[config.mk]
export PLATFORM = sky130hd
export DESIGN_NAME = power_load_array_flat
export DESIGN_NICKNAME = d
export VERILOG_FILES = /design/src/rtl/power_load_array_pkg.sv /design/src/rtl/power_load_array_if.sv /design/src/rtl/power_load_array_cell.sv /design/src/rtl/power_load_array.sv /design/src/flat_wrapper.sv
export SDC_FILE = /design/constraint.sdc
export NUM_CORES = 2
export LEC_CHECK = 0
export CORE_MARGIN = 4
export CORE_UTILIZATION = 55
export DETAILED_ROUTE_END_ITERATION = 10
export GPL_TIMING_DRIVEN = 0
export HOLD_SLACK_MARGIN = 0.02
export MAX_ROUTING_LAYER = met4
export PLACE_DENSITY = 0.72
export SLEW_MARGIN = 0
export SYNTH_ARGS = -nofsm -noshare
export SYNTH_HDL_FRONTEND = slang
export SYNTH_SLANG_ARGS = --single-unit
[constraint.sdc]
create_clock -name clk100m -period 7.33 [get_ports clk100m]
set_clock_uncertainty 0.05 [all_clocks]
set_input_delay 0.733 -clock clk100m [delete_from_list [all_inputs] [get_ports clk100m]]
set_output_delay 0.733 -clock clk100m [all_outputs]
set_load 0.005 [all_outputs]
[src/rtl/power_load_array_pkg.sv]
// Shared constants and helpers for the synthetic switching-load array.
package power_load_array_pkg;

  localparam int unsigned LFSR_W = 16;
  localparam int unsigned ACT_W  = 8;

  // Feedback taps at bits 0, 2, 3 and 5 give a maximal-length 16-bit sequence.
  localparam logic [LFSR_W-1:0] LFSR_TAPS = 16'h002D;
  localparam logic [ACT_W-1:0]  ACT_FULL  = 8'hFF;

  function automatic int unsigned cnt_width(input int unsigned num_ch);
    return $clog2(num_ch + 1);
  endfunction

  function automatic logic [LFSR_W-1:0] lfsr_next(input logic [LFSR_W-1:0] l);
    return {^(l & LFSR_TAPS), l[LFSR_W-1:1]};
  endfunction

endpackage

[src/rtl/power_load_array_if.sv]
// Control/status bundle between the host registers and the load array.
interface power_load_array_if
  import power_load_array_pkg::*;
#(
  parameter int unsigned NUM_CH = 32
);
  localparam int unsigned CNT_W = cnt_width(NUM_CH);

  logic [NUM_CH-1:0] pwr_en_in;
  logic [ACT_W-1:0]  activity;
  logic [NUM_CH-1:0] active_mask;
  logic [CNT_W-1:0]  active_cnt;
  logic              ramp_busy;
  logic [NUM_CH-1:0] dummy_out;

  modport master (
    output pwr_en_in, activity,
    input  active_mask, active_cnt, ramp_busy, dummy_out
  );

  modport slave (
    input  pwr_en_in, activity,
    output active_mask, active_cnt, ramp_busy, dummy_out
  );

endinterface

[src/rtl/power_load_array_cell.sv]
// One load channel: free-running LFSR, duty compare, toggle register, parity flop.
module power_load_cell
  import power_load_array_pkg::*;
#(
  parameter int unsigned LOAD_W = 64,
  parameter int unsigned SEED   = 1
) (
  input  logic             clk100m,
  input  logic             rstn,
  input  logic             en,
  input  logic [ACT_W-1:0] activity_q,
  output logic             dummy
);

  logic [LFSR_W-1:0] lfsr_q;
  logic [LOAD_W-1:0] load_q;
  logic              toggle_c;

  // Full activity bypasses the compare so 255 means every cycle, not 255/256.
  assign toggle_c = en && ((activity_q == ACT_FULL) || (lfsr_q[ACT_W-1:0] < activity_q));

  always_ff @(posedge clk100m or negedge rstn) begin
    if (!rstn) begin
      lfsr_q <= LFSR_W'(SEED);
      load_q <= '0;
      dummy  <= 1'b0;
    end else begin
      lfsr_q <= lfsr_next(lfsr_q);
      if (toggle_c) begin
        load_q <= ~{load_q[LOAD_W-2:0], lfsr_q[0]};
      end
      dummy <= ^load_q;
    end
  end

endmodule

[src/rtl/power_load_array.sv]
// Array of synthetic switching loads with a one-channel-at-a-time ramp sequencer.
module power_load_array
  import power_load_array_pkg::*;
#(
  parameter int unsigned NUM_CH      = 32,
  parameter int unsigned LOAD_W      = 64,
  parameter int unsigned RAMP_CYCLES = 16
) (
  input  logic        clk100m,
  input  logic        rstn,
  power_load_array_if.slave bus
);

  localparam int unsigned CNT_W = cnt_width(NUM_CH);
  localparam int unsigned TMR_W = (RAMP_CYCLES > 1) ? $clog2(RAMP_CYCLES) : 1;
  localparam logic [TMR_W-1:0] TMR_LAST = TMR_W'(RAMP_CYCLES - 1);

  logic [NUM_CH-1:0] target_q;
  logic [ACT_W-1:0]  activity_q;
  logic [NUM_CH-1:0] active_mask_q;
  logic [NUM_CH-1:0] active_mask_d;
  logic [TMR_W-1:0]  timer_q;
  logic [TMR_W-1:0]  timer_d;
  logic [CNT_W-1:0]  active_cnt_q;
  logic              ramp_busy_q;
  logic [NUM_CH-1:0] dummy_w;

  logic              mismatch_c;
  logic [NUM_CH-1:0] diff_c;
  logic [NUM_CH-1:0] low_bit_c;
  logic [CNT_W-1:0]  popcnt_c;

  assign mismatch_c = (target_q != active_mask_q);
  assign diff_c     = target_q ^ active_mask_q;
  // Two's-complement trick isolates the lowest differing channel.
  assign low_bit_c  = diff_c & ((~diff_c) + NUM_CH'(1));

  // Ramp sequencer next state: step one channel toward the target every RAMP_CYCLES.
  always_comb begin
    timer_d       = timer_q;
    active_mask_d = active_mask_q;
    if (!mismatch_c) begin
      timer_d = '0;
    end else if (timer_q == TMR_LAST) begin
      timer_d       = '0;
      active_mask_d = active_mask_q ^ low_bit_c;
    end else begin
      timer_d = timer_q + TMR_W'(1);
    end
  end

  always_comb begin
    popcnt_c = '0;
    for (int unsigned i = 0; i < NUM_CH; i++) begin
      popcnt_c = popcnt_c + CNT_W'(active_mask_q[i]);
    end
  end

  always_ff @(posedge clk100m or negedge rstn) begin
    if (!rstn) begin
      target_q      <= '0;
      activity_q    <= '0;
      active_mask_q <= '0;
      timer_q       <= '0;
      active_cnt_q  <= '0;
      ramp_busy_q   <= 1'b0;
    end else begin
      target_q      <= bus.pwr_en_in;
      activity_q    <= bus.activity;
      active_mask_q <= active_mask_d;
      timer_q       <= timer_d;
      active_cnt_q  <= popcnt_c;
      ramp_busy_q   <= mismatch_c;
    end
  end

  for (genvar i = 0; i < NUM_CH; i++) begin : g_ch
    power_load_cell #(
      .LOAD_W (LOAD_W),
      .SEED   (i + 1)
    ) u_cell (
      .clk100m    (clk100m),
      .rstn       (rstn),
      .en         (active_mask_q[i]),
      .activity_q (activity_q),
      .dummy      (dummy_w[i])
    );
  end

  assign bus.active_mask = active_mask_q;
  assign bus.active_cnt  = active_cnt_q;
  assign bus.ramp_busy   = ramp_busy_q;
  assign bus.dummy_out   = dummy_w;

endmodule

[src/flat_wrapper.sv]
// flat-port wrapper written by rule: the top's interface ports become plain ports
module power_load_array_flat import power_load_array_pkg::*;
#(
  parameter int unsigned NUM_CH      = 32,
  parameter int unsigned LOAD_W      = 64,
  parameter int unsigned RAMP_CYCLES = 16
)
  (clk100m, rstn, bus_pwr_en_in, bus_activity, bus_active_mask, bus_active_cnt, bus_ramp_busy, bus_dummy_out);
  power_load_array_if #(.NUM_CH(NUM_CH)) bus_i ();
  input  logic clk100m;
  input  logic rstn;
  input wire logic [$bits(bus_i.pwr_en_in)-1:0] bus_pwr_en_in;
  input wire logic [$bits(bus_i.activity)-1:0] bus_activity;
  output wire logic [$bits(bus_i.active_mask)-1:0] bus_active_mask;
  output wire logic [$bits(bus_i.active_cnt)-1:0] bus_active_cnt;
  output wire logic [$bits(bus_i.ramp_busy)-1:0] bus_ramp_busy;
  output wire logic [$bits(bus_i.dummy_out)-1:0] bus_dummy_out;
  assign bus_i.pwr_en_in = bus_pwr_en_in;
  assign bus_i.activity = bus_activity;
  assign bus_active_mask = bus_i.active_mask;
  assign bus_active_cnt = bus_i.active_cnt;
  assign bus_ramp_busy = bus_i.ramp_busy;
  assign bus_dummy_out = bus_i.dummy_out;
  power_load_array #(.NUM_CH(NUM_CH), .LOAD_W(LOAD_W), .RAMP_CYCLES(RAMP_CYCLES)) u_core (.clk100m(clk100m), .rstn(rstn), .bus(bus_i));
endmodule
==> results.py <==
metrics = {
    "outcome": {
        "status": "completed",
    },
    "route": {
        "m1WireLength_mm": 110,
        "vias": 76800,
        "drt_iter0_drc": 5125,
        "drc_errors": 0,
        "wl_per_cell_um": 17.7,
        "ant_nets": 0,
        "wl_met2_mm": 120,
        "first_pass_iters": 8,
        "totalWireLength_mm": 248,
        "dr_wl_met3_mm": 8.61,
        "vias_per_cell": 5.49,
        "top_layer_used": "met4",
    },
    "global_route": {
        "grt_remaining_overflow": 0,
        "grt_pass1_wl_mm": 412,
        "grt_start_max_net_pins": 190,
        "antenna_found_initial": 10,
        "grt_pass1_vias": 79000,
        "grt_util_all_layers_pct": 22.4,
    },
    "cts": {
        "cts_setup_buffers": 0,
        "path_clk_slew_ns": 0.06,
        "clk_path_buf_depth": 4,
        "clock-root-buffer": "clkbuf_16",
        "htreeDepth": 5,
        "postCtsHoldBufs": 1,
        "cts_made_buffers": 302,
        "cts_tree": "yes",
        "cts_repair_resize_count": 0,
        "clock_latency_ns": 0.93,
        "clock-sinks": 2675,
    },
    "placement": {
        "placed_area_um2": 127000,
        "place_inst": 13500,
        "gp_congestion": 0.800,
        "port_buffers": 112,
        "dp_hpwl_mm": 163,
    },
    "sta": {
        "relSlewSlack_pct": 23.7,
        "period_share_pct": 90.2,
        "hold_viol": 0,
        "setup_violations": 0,
        "fmax_mhz": 151,
        "rsz0062_at_grt": "no",
        "drv_slew": 0,
        "worst_pin_slew_ns": 1.13,
        "min_period_ns": 6.61,
        "setup_tns_ns": 0,
    },
    "critical_path": {
        "cp-start-kind": "register",
        "r2r_slack_ns": 0.72,
        "crit_path_end_kind": "register",
        "reg2reg_depth": 17,
        "path_class": "reg -> reg",
        "cp_data_required_time_ns": 8.13,
        "critPathMaxFanout": 10,
        "arrival_ns": 7.41,
        "rr_endpoint": "u_core.bus.active_cnt[4]",
    },
    "final_layout": {
        "final_cells": 14000,
        "multiInputGateArea_um2": 50800,
        "regArea_um2": 67000,
        "nFillCells": 17100,
        "final_common_cell": "dfrtp_1",
        "mostFrequentLayoutCells": "dfrtp_1 (2594), nand2_1 (1992), o22a_1 (1984)",
        "syn_to_final_growth_pct": 12.6,
        "drive_gt1_share_pct": 8.44,
        "final_nets": 11100,
        "final_util_pct": 62.4,
        "fin_area_um2": 137000,
    },
    "die": {
        "initial_core_util_pct": 55.4,
        "placementRows": 172,
        "core_area_um2": 220000,
        "design.die.area_um2": 229000,
        "die_y_um": 479,
        "io_pins": 113,
        "die_w_um": 479,
    },
    "power": {
        "total_power_w": 0.0407,
        "ir_worst_vdd_mv": 0.515,
        "static-leakage-power_nw": 59.5,
        "swShare_pct": 27.0,
        "p_comb_share_pct": 21.4,
        "power_density_nw_per_um2": 296,
        "intPower_w": 0.0297,
        "power.share.sequential_pct": 41.6,
        "power.switching_w": 0.0110,
        "pwr-share-clk_pct": 37.0,
    },
    "flow_run": {
        "drv_cap": 0,
    },
    "yosys": {
        "yosysTopAreaCell": "dfrtp_1",
        "yosys_warnings": 0,
        "synth.cell_area_um2": 122000,
        "synth_area_per_cell_um2": 11.7,
        "synthTopCellsByArea": "dfrtp_1 (53%), o22a_1 (14%), xnor2_1 (13%), nand2_1 (6.1%), ha_1 (2.4%)",
        "async_flop_share_pct": 100,
        "synth_edf_count": 0,
        "synth_nets": 10700,
        "synth-main-ff-cell": "dfrtp_1",
        "synth_seq_cells": 2675,
        "ys_seq_area_share_pct": 55.0,
        "yosysTopAreaCellShare_pct": 53.3,
        "syn_inst": 10400,
        "synth_cell_type_count": 54,
    },
    "min_path": {
        "whs_path_depth": 1,
        "hp-class": "in -> reg",
        "hold_start": "bus_pwr_en_in[26]",
        "worstHoldEndpoint": "u_core.target_q[26]",
    },
}
==> kinds of logic after synthesis <==
group	count (synthesis)	synth area share, %
AO/OA/AOI/OAI	2255	15.8
XOR/XNOR	2148	15.4
adder cells (fa/ha/maj)	257	2.79
buffers and inverters	803	3.22
flip-flops	2675	55.0
multiplexers	93	0.833
AND/OR/NAND/NOR	2143	6.87
==> per-layer routing <==
metal	global-route usage, %	vias to the layer above
met5	-	-
met1	29.1	38800
met3	3.29	410
met2	36.0	1057
li1	-	36600
met4	8.18	0
==> synth_stat cells (6+ instances only) <==
cell type     n
buf_1        15
mux2_2       58
nand2b_1     32
buf_4       213
nand3_1       6
a21o_1      130
nor2_1       45
o21a_1       65
fa_1         24
nor3_1       10
nand4_1      34
nand2_1    1992
buf_2        66
mux2i_1      32
xor2_1      281
dfstp_2      81
inv_1        88
xnor2_1    1867
clkbuf_1    418
dfrtp_1    2594
ha_1        233
a21oi_1      69
o22a_1     1984
==> how the worst max path moves through the flow <==
stage	startpoint	end	slack, ns
after floorplan	register	u_core.bus.active_cnt[4]	1.87
after global placement	rstn	u_core.g_ch[14].u_cell.load_q[25]	-112.18
after detailed placement	register	u_core.bus.active_cnt[4]	0.73
after CTS	register	u_core.bus.active_cnt[4]	0.67
after global routing	register	u_core.bus.active_cnt[4]	0.49
final	register	u_core.bus.active_cnt[4]	0.72
==> through the flow <==
stage | worst slack [ns] | hold slack [ns]
after global placement | -112.18 | 0.282
after detailed placement | 0.726 | 0.285
after floorplan | 1.87 | 0.281
after global routing | 0.493 | 0.155
after CTS | 0.674 | 0.130
final | 0.721 | 0.200
==> sequential cells by signal, summed over array words and instances, names as in the netlist, named ones only <==
name                       count
u_core.g_ch.u_cell.load_q   2048
u_core.g_ch.u_cell.lfsr_q    512
u_core.bus.active_mask         1
u_core.timer_q                 4
u_core.target_q               32
u_core.bus.ramp_busy           1
u_core.bus.active_cnt          6
u_core.activity_q              8
u_core.g_ch.u_cell.dummy      32
==> layout make-up <==
type                       count  share of cell area [%]
sequential                  2675                    48.9
multi-input combinational   6896                    37.1
clock buffer                 448                    6.52
tap                         2958                    2.70
buffer                       714                    2.61
timing repair buffer         135                    1.25
clock inverter                80                   0.728
inverter                      89                   0.249
antenna                       10                  0.0182
==> power by group through the flow <==
| stage | logic (W) | clock network, W | registers, W |
|---|---|---|---|
| 4_1_cts | 0.00886 | 0.0154 | 0.0169 |
| 2_1_floorplan | 0.00680 | 0 | 0.0169 |
| 6_report | 0.00872 | 0.0150 | 0.0169 |
| 3_3_place_gp | 0.00851 | 0 | 0.0172 |
| 5_1_grt | 0.00952 | 0.0161 | 0.0170 |
| 3_5_place_dp | 0.00874 | 0 | 0.0172 |
==> critical path: stages, from the launching register on <==
cell and delay [ns]:
dfrtp_1 0.63, clkbuf_1 0.41, clkbuf_1 0.57, inv_1 0.27, fa_1 0.53, fa_1 0.52
inv_1 0.05, fa_1 0.47, inv_1 0.05, fa_1 0.52, fa_1 0.50, fa_1 0.52
inv_1 0.05, fa_1 0.41, fa_1 0.48, a21o_1 0.17, a21oi_1 0.17, xnor2_1 0.13
Power figures use the tool's default switching activity.
